[config.mk]
export PLATFORM = sky130hd
export DESIGN_NAME = fifo_to_sram_mover
export DESIGN_NICKNAME = d
export VERILOG_FILES = /design/src/rtl/fifo_mover_pkg.sv /design/src/rtl/fifo_to_sram_mover.sv
export SDC_FILE = /design/constraint.sdc
export NUM_CORES = 1
export LEC_CHECK = 0
export CORE_ASPECT_RATIO = 0.75
export CORE_MARGIN = 5
export CORE_UTILIZATION = 40
export CTS_CLUSTER_DIAMETER = 60
export DETAILED_ROUTE_END_ITERATION = 16
export GPL_ROUTABILITY_DRIVEN = 1
export GPL_TIMING_DRIVEN = 0
export PLACE_DENSITY = 0.84
export SKIP_CTS_REPAIR_TIMING = 1
export SLEW_MARGIN = 20
export SYNTH_ARGS = -nofsm -noshare
export SYNTH_HDL_FRONTEND = slang
export SYNTH_SLANG_ARGS = --single-unit
[constraint.sdc]
create_clock -name clk -period 5.23 [get_ports clk]
set_input_delay 1.3075 -clock clk [delete_from_list [all_inputs] [get_ports clk]]
set_output_delay 1.3075 -clock clk [all_outputs]
set_load 0.05 [all_outputs]
[src/rtl/fifo_mover_pkg.sv]
// Shared types and constants for the HPS FIFO to on-chip SRAM mover.
package fifo_mover_pkg;

  typedef enum logic [2:0] {
    IDLE,
    LEVEL_REQ,
    LEVEL_WAIT,
    BACKOFF,
    DRAIN,
    FINISH
  } state_t;

  localparam logic [2:0] CSR_FILL_LEVEL_ADDR = 3'd0;
  localparam logic [3:0] BYTEEN_ALL          = 4'hF;

endpackage

[src/rtl/fifo_to_sram_mover.sv]
// Drains the HPS-to-FPGA FIFO into SRAM s1, one job (base, length) per start.
// Polls the CSR fill level, reads up to min(level, remaining) words, writes each one cycle later.
//
// state      | meaning
// IDLE       | waiting for start; words_written holds last job's count
// LEVEL_REQ  | one-cycle CSR read of fill_level
// LEVEL_WAIT | fill level returned; size the burst
// BACKOFF    | FIFO empty; wait POLL_GAP cycles before re-polling
// DRAIN      | reading the burst; last write issues in the cycle burst hits 0
// FINISH     | one-cycle done/aborted pulse
module fifo_to_sram_mover
  import fifo_mover_pkg::*;
#(
  parameter int SRAM_AW  = 8,
  parameter int DW       = 32,
  parameter int LEVEL_W  = 9,
  parameter int POLL_GAP = 4
) (
  input  logic               clk,
  input  logic               reset,
  input  logic               start,
  input  logic [SRAM_AW-1:0] base_addr,
  input  logic [SRAM_AW:0]   length,
  input  logic               abort,
  output logic               busy,
  output logic               done,
  output logic               aborted,
  output logic [SRAM_AW:0]   words_written,
  output logic               fifo_read,
  input  logic [DW-1:0]      fifo_readdata,
  input  logic               fifo_waitrequest,
  output logic [2:0]         fifo_csr_address,
  output logic               fifo_csr_read,
  output logic               fifo_csr_write,
  output logic [31:0]        fifo_csr_writedata,
  input  logic [31:0]        fifo_csr_readdata,
  output logic [SRAM_AW-1:0] sram_address,
  output logic               sram_clken,
  output logic               sram_chipselect,
  output logic               sram_write,
  output logic [DW-1:0]      sram_writedata,
  output logic [3:0]         sram_byteenable
);

  localparam int CW = SRAM_AW + 1;
  localparam int MW = (LEVEL_W > CW) ? LEVEL_W : CW;
  localparam int BW = (POLL_GAP > 2) ? $clog2(POLL_GAP) : 1;
  localparam logic [BW-1:0] GAP_LOAD = BW'(POLL_GAP - 1);

  state_t             state, state_n;
  logic [SRAM_AW-1:0] base_q;
  logic [CW-1:0]      remaining, burst, cnt, burst_load;
  logic [BW-1:0]      gap_cnt;
  logic               abort_pend, abort_seen, accept;
  logic               wr_pend;
  logic [DW-1:0]      wr_data;
  logic [MW-1:0]      level_x, rem_x, burst_calc;
  logic               unused_csr_bits;

  assign unused_csr_bits = ^fifo_csr_readdata[31:LEVEL_W];

  assign abort_seen = abort | abort_pend;
  assign accept     = (state == DRAIN) && (burst != '0) && !fifo_waitrequest;

  // Cap the burst at the job's remaining count so no word past the job is read.
  assign level_x    = MW'(fifo_csr_readdata[LEVEL_W-1:0]);
  assign rem_x      = MW'(remaining);
  assign burst_calc = (level_x < rem_x) ? level_x : rem_x;
  assign burst_load = CW'(burst_calc);

  always_comb begin
    state_n = state;
    case (state)
      IDLE:       if (start) state_n = (length == '0) ? FINISH : LEVEL_REQ;
      LEVEL_REQ:  state_n = LEVEL_WAIT;
      LEVEL_WAIT: begin
        if (abort_seen)            state_n = FINISH;
        else if (burst_calc == '0) state_n = BACKOFF;
        else                       state_n = DRAIN;
      end
      BACKOFF: begin
        if (abort_seen)          state_n = FINISH;
        else if (gap_cnt == '0)  state_n = LEVEL_REQ;
      end
      DRAIN: begin
        if (burst == '0)
          state_n = (remaining == '0 || abort_seen) ? FINISH : LEVEL_REQ;
      end
      FINISH:     state_n = IDLE;
      default:    state_n = IDLE;
    endcase
  end

  always_ff @(posedge clk or posedge reset) begin
    if (reset) begin
      state      <= IDLE;
      base_q     <= '0;
      remaining  <= '0;
      burst      <= '0;
      cnt        <= '0;
      gap_cnt    <= '0;
      abort_pend <= 1'b0;
      wr_pend    <= 1'b0;
      wr_data    <= '0;
    end else begin
      state      <= state_n;
      wr_pend    <= accept;
      if (accept)  wr_data <= fifo_readdata;
      if (wr_pend) cnt <= cnt + CW'(1);
      abort_pend <= (state == IDLE || state == FINISH) ? 1'b0 : (abort_pend | abort);
      case (state)
        IDLE: if (start) begin
          base_q    <= base_addr;
          remaining <= length;
          cnt       <= '0;
        end
        LEVEL_WAIT: begin
          burst   <= burst_load;
          gap_cnt <= GAP_LOAD;
        end
        BACKOFF: if (gap_cnt != '0) gap_cnt <= gap_cnt - BW'(1);
        // An abort stops further reads but the honouring word is still written.
        DRAIN: if (accept) begin
          burst     <= abort_seen ? '0 : burst - CW'(1);
          remaining <= remaining - CW'(1);
        end
        default: ;
      endcase
    end
  end

  assign busy    = (state == LEVEL_REQ) || (state == LEVEL_WAIT) ||
                   (state == BACKOFF)   || (state == DRAIN);
  assign done    = (state == FINISH) && (remaining == '0);
  assign aborted = (state == FINISH) && (remaining != '0);
  assign words_written = cnt;

  assign fifo_read          = (state == DRAIN) && (burst != '0);
  assign fifo_csr_address   = CSR_FILL_LEVEL_ADDR;
  assign fifo_csr_read      = (state == LEVEL_REQ);
  assign fifo_csr_write     = 1'b0;
  assign fifo_csr_writedata = '0;

  assign sram_write      = wr_pend;
  assign sram_clken      = wr_pend;
  assign sram_chipselect = wr_pend;
  assign sram_address    = wr_pend ? (base_q + cnt[SRAM_AW-1:0]) : '0;
  assign sram_writedata  = wr_pend ? wr_data : '0;
  assign sram_byteenable = wr_pend ? BYTEEN_ALL : 4'h0;

endmodule
==> impl_metrics.yaml, run 1 <==
timing:
  tns_ns: 0
  finClkSkew_ns: 0.00728
  relSlewSlack_pct: 53.0
  hold_viol: 0
  final-setup-viol-count: 0
  grt_setup_unrepaired: "no"
  finalMaxSlewViolations: 0
  fmax_mhz: 222
  fin_crit_ns: 4.51
  hold_ws_ns: 0.476
  finalCritPeriodShare_pct: 86.3
  max_slew.worst_pin.slew_ns: 0.702
pwr:
  peakVddDrop_mv: 0.399
  internal-power_mw: 1.95
  p_per_area_nw_per_um2: 511
  switchingPower_mw: 1.46
  clkPwrFrac_pct: 18.8
  p_sw_share_pct: 42.8
  pwr-share-comb_pct: 51.6
  p_leak_nw: 3.01
  seqPwrFrac_pct: 29.6
finish:
  design_area_sq_um: 6680
  drive_above_1_share_pct: 16.7
  area_delta_synth_final_pct: 39.9
  final_core_util_pct: 57.3
  fin_nets: 758
  most-common-layout-cells: "clkdlybuf4s50_1 (123), dfrtp_1 (74), nor2_1 (44)"
  layout_commonest_cell: "clkdlybuf4s50_1"
  diodes: 0
  fin_cells: 819
cts:
  clockBufferDepth: 2
  cts-htree-levels: 3
  cts_tree: "yes"
  cts_sinks: 74
  clk_pin_slew_ns: 0.07
  clock_latency_ns: 0.34
  cts_made_buffers: 9
  cts-root-buf: "clkbuf_16"
setup_path:
  end_kind: "output pin"
  crit_buf_inv: 1
  required_ns: 3.92
  crit_path_max_incr_delay_ns: 0.83
  crit_arrival_ns: 3.20
  crit_top_cell: "a21oi_1"
  worstPathCellList: "ha_1 > fa_1 > a21o_1 > a21oi_1 > o21ai_0 > a21oi_1 > mux2i_1 > clkdlybuf4s50_1"
  startpoint_type: "flip-flop"
  critPathTopFamily: "buffers and inverters"
  worstPathMaxFanout: 5
  crit_type: "flip-flop to output pin"
  slowest_stage: "clkdlybuf4s50_1"
logic_synthesis:
  async_flop_share_pct: 100
  synth_top_area_share_pct: 38.8
  yosys_warnings: 0
  yosysSeqAreaShare_pct: 38.8
  syn-cell-area_sq_um: 4780
  yosysTopAreaCell: "dfrtp_1"
  synth_area_leaders: "dfrtp_1 (39%), mux2_4 (6.9%), buf_4 (6.8%)"
  postSynthCellCount: 482
  avgSynthCellArea_sq_um: 9.91
  synth_flop_cell: "dfrtp_1"
  synth_edf_count: 0
  synth.distinct_cells: 55
  synth-seq-cells: 74
routing:
  drt_first_pass_iters: 4
  ant_nets: 0
  first_iter_violations: 261
  via_per_inst: 4.99
  routed_wl_mm: 13.1
  wire_per_inst_um: 16.0
  drc_errors: 0
  vias: 4086
  top_layer: "met4"
  met2_length_mm: 6.23
  dr_wl_met3_um: 852
  drt-met1-wl_mm: 5.92
placement:
  placed_area_sq_um: 6370
  port_buffers: 123
  dp_cells: 803
  place_congestion: 0.912
  hpwl_mm: 10.3
grt:
  grt_pass1_vias: 4218
  grt.overflow.total: 0
  grt_max_degree: 51
  antenna_found_initial: 0
  grt_pass1_wl_mm: 21.3
  grtUsageTotal_pct: 18.5
floorplan:
  core-area_sq_um: 11700
  die-height_um: 105
  rows: 34
  io_pins: 183
  start_util_pct: 41.0
  die_area_sq_um: 14300
  die_w_um: 136
flow_run:
  max_cap_violations: 0
min_path:
  holdCritPathClass: "flip-flop to flip-flop"
outcome:
  run_status: "complete, no violations"
## registers in the layout (all words and copies together), names as in the netlist
| name | flops |
|---|---|
| base_q | 8 |
| state | 3 |
| sram_chipselect | 1 |
| burst | 9 |
| rem_x | 9 |
| abort_pend | 1 |
| wr_data | 32 |
| words_written | 9 |
| gap_cnt | 2 |
## worst paths after layout
check                                            from                         end  slack [ns]  depth (start not counted)
min in group asynchronous                       reset     wr_data[25]$_DFFE_PP0P_        1.30                          2
hold / removal                 gap_cnt[0]$_DFFE_PP0P_      gap_cnt[0]$_DFFE_PP0P_        0.48                          1
max in group asynchronous                       reset  words_written[4]$_DFF_PP0_        3.36                          3
setup reg to reg                 rem_x[6]$_DFFE_PP0P_        burst[7]$_DFFE_PP0P_        2.65                          8
setup / recovery           words_written[0]$_DFF_PP0_             sram_address[6]        0.72                          8
hold reg to reg                gap_cnt[0]$_DFFE_PP0P_      gap_cnt[0]$_DFFE_PP0P_        0.48                          1
## cell usage after synthesis (all sizes together), types with 2 or more instances
cell	instances
dfrtp	74
buf	50
nor2	44
mux2	40
and2	39
o21ai	28
nand2	21
a21oi	20
inv	20
ha	19
mux2i	12
nor3	11
clkbuf	10
xor2	9
nor4	8
a31oi	7
nand4	6
nor2b	6
nand2b	5
o221ai	5
xnor2	5
a22oi	4
and3	4
a211oi	3
a21o	3
nand3	3
o22ai	3
or3	3
a221oi	2
a31o	2
nor3b	2
o211ai	2
o21a	2
## power by group through the flow
stage          sequential (mW)  combinational [mW]  clock, mW
3_3_place_gp             0.997                1.69          0
2_1_floorplan            0.984                1.28          0
5_1_grt                   1.04                1.91      0.683
6_report                  1.01                1.76      0.644
3_5_place_dp              1.01                1.75          0
4_1_cts                   1.01                1.76      0.661
## metrics by stage
stage | total power, mW | worst slack (ns)
finish | 3.41 | 0.718
global route | 3.64 | 0.600
CTS | 3.43 | 0.696
detailed placement | 2.77 | 1.07
global placement | 2.69 | 0.796
floorplan | 2.27 | 1.14
## per-layer routing
metal	GRT usage [%]	vias up
met2	30.8	155
met4	4.17	0
met5	0	-
li1	-	1955
met3	4.47	15
met1	24.4	1961
## cell families (layout without fill, tap and decap cells)
kind of cell / Yosys count / count (layout) / share of synthesized area (%)
flops: 74 / 74 / 38.8
buf+inv: 80 / 220 / 10.9
xor+xnor: 14 / 14 / 2.57
simple gates: 154 / 154 / 17.0
other cells: 1 / 36 / 0.0785
compound gates: 87 / 87 / 11.6
mux: 52 / 52 / 13.7
fa+ha+maj: 20 / 20 / 5.39
## layout make-up
type	instances	area, sq um
fillers	1033	4970
multi-input cells	363	2540
flip-flops and latches	74	1850
repair buffers	124	1260
plain buffers	60	445
clock buffers	9	225
well taps	162	203
clock inverters	7	85.1
inverters	20	77.6
(Power assumes the default switching activity.)
==> run 2, diff against run 1 <==
--- a/config.mk
+++ b/config.mk
@@ -5,7 +5,8 @@
 export SDC_FILE = /design/constraint.sdc
 export NUM_CORES = 1
 export LEC_CHECK = 0
-export CORE_ASPECT_RATIO = 0.75
+export ABC_AREA = 1
+export CORE_ASPECT_RATIO = 0.7
 export CORE_MARGIN = 5
 export CORE_UTILIZATION = 40
 export CTS_CLUSTER_DIAMETER = 60
==> impl_metrics.yaml, run 2 <==
outcome:
  run_status: "complete, no violations"
setup_path:
  crit_top_cell: "nor2_1"
  worstPathCellList: "ha_1 > a21oi_1 > inv_1 > a31oi_1 > nor2_1 > nor2_1 > nor2_1 > nor2_1 > o21ai_0 > a21oi_1 > clkdlybuf4s50_1"
  crit_arrival_ns: 3.02
  reg2reg_slack_ns: 2.90
  end_kind: "output pin"
  slowest_stage: "clkdlybuf4s50_1"
  startpoint_type: "flip-flop"
  required_ns: 3.92
  reg2reg_depth: 15
  crit_path_max_incr_delay_ns: 0.81
  crit_type: "flip-flop to output pin"
  worstPathMaxFanout: 6
  r2r_start: "rem_x[8]$_DFFE_PP0P_"
  reg2reg_to: "state[2]$_DFFE_PP0P_"
finish:
  drive_above_1_share_pct: 11.5
  area_delta_synth_final_pct: 40.4
  design_area_sq_um: 6740
  final_core_util_pct: 57.5
  fin_nets: 937
  fin_cells: 993
  fillCellCount: 1106
  diodes: 0
  layout_commonest_cell: "nand2_1"
  largest_reg_flops: 32
  most-common-layout-cells: "nand2_1 (239), clkdlybuf4s50_1 (123), inv_1 (93)"
  regMostFlops: "wr_data"
pwr:
  internal-power_mw: 1.87
  p_per_area_nw_per_um2: 487
  peakVddDrop_mv: 0.246
  pwr-share-comb_pct: 48.3
  p_sw_share_pct: 42.9
  switchingPower_mw: 1.41
  clkPwrFrac_pct: 21.9
  seqPwrFrac_pct: 29.8
  p_leak_nw: 3.64
logic_synthesis:
  synth_area_leaders: "dfrtp_1 (39%), nand2_1 (19%), inv_1 (7.3%)"
  postSynthCellCount: 661
  synth_flop_cell: "dfrtp_1"
  synthMuxAreaShare_pct: 0.469
  synthXorXnorAreaFrac_pct: 1.09
  yosys-top-cells-count: "nand2_1 (239), inv_1 (94), dfrtp_1 (74), buf_4 (42), nor2_1 (36)"
  yosys_warnings: 0
  synth-simple-area-share_pct: 28.5
  syn-cell-area_sq_um: 4800
  synth_top_area_share_pct: 38.6
  synth_edf_count: 0
  synth.distinct_cells: 44
  yosys.cell_count.top_type: "nand2_1"
  synth_compound_area_share_pct: 9.43
  async_flop_share_pct: 100
  yosysTopAreaCell: "dfrtp_1"
  avgSynthCellArea_sq_um: 7.26
  synth-adder-area-share_pct: 5.37
  synth_top_family_by_area: "simple AND/OR/NAND/NOR gates"
  synth-seq-cells: 74
  yosysSeqAreaShare_pct: 38.6
cts:
  cts_made_buffers: 9
  cts_tree: "yes"
  cts-htree-levels: 3
  clk_pin_slew_ns: 0.06
  cts_sinks: 74
  clockBufferDepth: 2
  clock_latency_ns: 0.33
  cts-root-buf: "clkbuf_16"
min_path:
  hold-path-cell-count: 2
  whs_endpoint: "wr_data[0]$_DFFE_PP0P_"
  holdCritPathClass: "flip-flop to flip-flop"
  worstHoldStart: "wr_data[0]$_DFFE_PP0P_"
grt:
  grt_max_degree: 44
  grt_pass1_vias: 4236
  antenna_found_initial: 0
  grt_pass1_wl_mm: 19.9
  grtUsageTotal_pct: 17.1
  grt.overflow.total: 0
timing:
  tns_ns: 0
  finalMaxSlewViolations: 0
  fin_ws_ns: 0.904
  fmax_mhz: 231
  fin_crit_ns: 4.33
  grt_setup_unrepaired: "no"
  max_slew.worst_pin.slew_ns: 0.550
  finClkSkew_ns: 0.00484
  relSlewSlack_pct: 63.2
  final-setup-viol-count: 0
  finalCritPeriodShare_pct: 82.7
  hold_viol: 0
routing:
  drc_errors: 0
  ant_nets: 0
  vias: 4549
  via_per_inst: 4.58
  first_iter_violations: 258
  routed_wl_mm: 12.2
  drt_first_pass_iters: 6
  wire_per_inst_um: 12.3
floorplan:
  core-area_sq_um: 11700
  die_w_um: 141
  start_util_pct: 41.0
  die_area_sq_um: 14300
  rows: 33
  die-height_um: 102
  io_pins: 183
flow_run:
  max_cap_violations: 0
placement:
  place_congestion: 0.892
  hpwl_mm: 9.79
  preCtsSetupSlack_ns: 1.28
  dp_cells: 977
  port_buffers: 123
  placed_area_sq_um: 6390
[run 2: changes by cell type after synthesis, sizes merged, moves of 6 or more]
cell / before / now
and2: 39 / 0
buf: 50 / 57
inv: 20 / 98
mux2: 40 / 2
mux2i: 12 / 0
nand2: 21 / 244
nand3: 3 / 12
nor2b: 6 / 0
nor4: 8 / 2
[run 2: power by group through the flow]
stage,logic (mW),clock network (mW),registers [mW]
after floorplan,1.17,0,0.963
after global placement,1.55,0,0.969
after detailed placement,1.59,0,0.980
after CTS,1.59,0.739,0.975
after global routing,1.77,0.764,1.01
final,1.59,0.720,0.977
[run 2: worst max-delay path: cells and delay by family (launching register included)]
family | cells | cell delay, ns
AND/OR/NAND/NOR | 4 | 0.34
AO/OA/AOI/OAI | 4 | 0.65
buffers and inverters | 2 | 0.88
adder cells (fa/ha/maj) | 1 | 0.38
flip-flops | 1 | 0.44
[run 2: cell families (layout without fill, tap and decap cells)]
logic type | Yosys count | after routing
AOI/OAI and AO/OA | 75 | 75
adders and majority gates | 20 | 20
DFF | 74 | 74
xor gates and xnor gates | 6 | 6
muxes | 2 | 2
and+or+nand+nor | 323 | 323
buffers and inverters | 160 | 300
other | 1 | 36
[run 2: worst max path at each step]
stage                                    start                       to  slack [ns]
floorplan           words_written[0]$_DFF_PP0_          sram_address[6]        1.32
global placement                         reset  wr_data[21]$_DFFE_PP0P_        0.68
detailed placement  words_written[3]$_DFF_PP0_          sram_address[6]        1.28
CTS                 words_written[3]$_DFF_PP0_          sram_address[6]        0.91
global route        words_written[3]$_DFF_PP0_          sram_address[6]        0.64
finish              words_written[3]$_DFF_PP0_          sram_address[6]        0.90
[run 2: metrics by stage]
| step | power, mW | hold WS, ns |
|---|---|---|
| 3_5_place_dp | 2.57 | 0.459 |
| 6_report | 3.28 | 0.476 |
| 2_1_floorplan | 2.14 | 0.440 |
| 5_1_grt | 3.54 | 0.488 |
| 3_3_place_gp | 2.51 | 0.457 |
| 4_1_cts | 3.31 | 0.474 |
[run 2: layout make-up]
class                           count  area [sq um]  share of cell area, %
Tap cell                          157           196                   2.91
Inverter                           98           370                   5.49
Sequential cell                    74          1850                   27.5
Clock buffer                       11           253                   3.75
Multi-Input combinational cell    462          2290                   34.0
Timing Repair Buffer              124          1260                   18.7
Clock inverter                      5           100                   1.48
Buffer                             62           424                   6.29
[run 2: routing by layer]
layer	global-route usage, %	up-vias	share of wire [%]
met5	0	-	0
met4	4.39	0	1.1
met3	5.38	13	8.3
met2	26.9	145	44
met1	23.1	2069	46
li1	-	2322	-
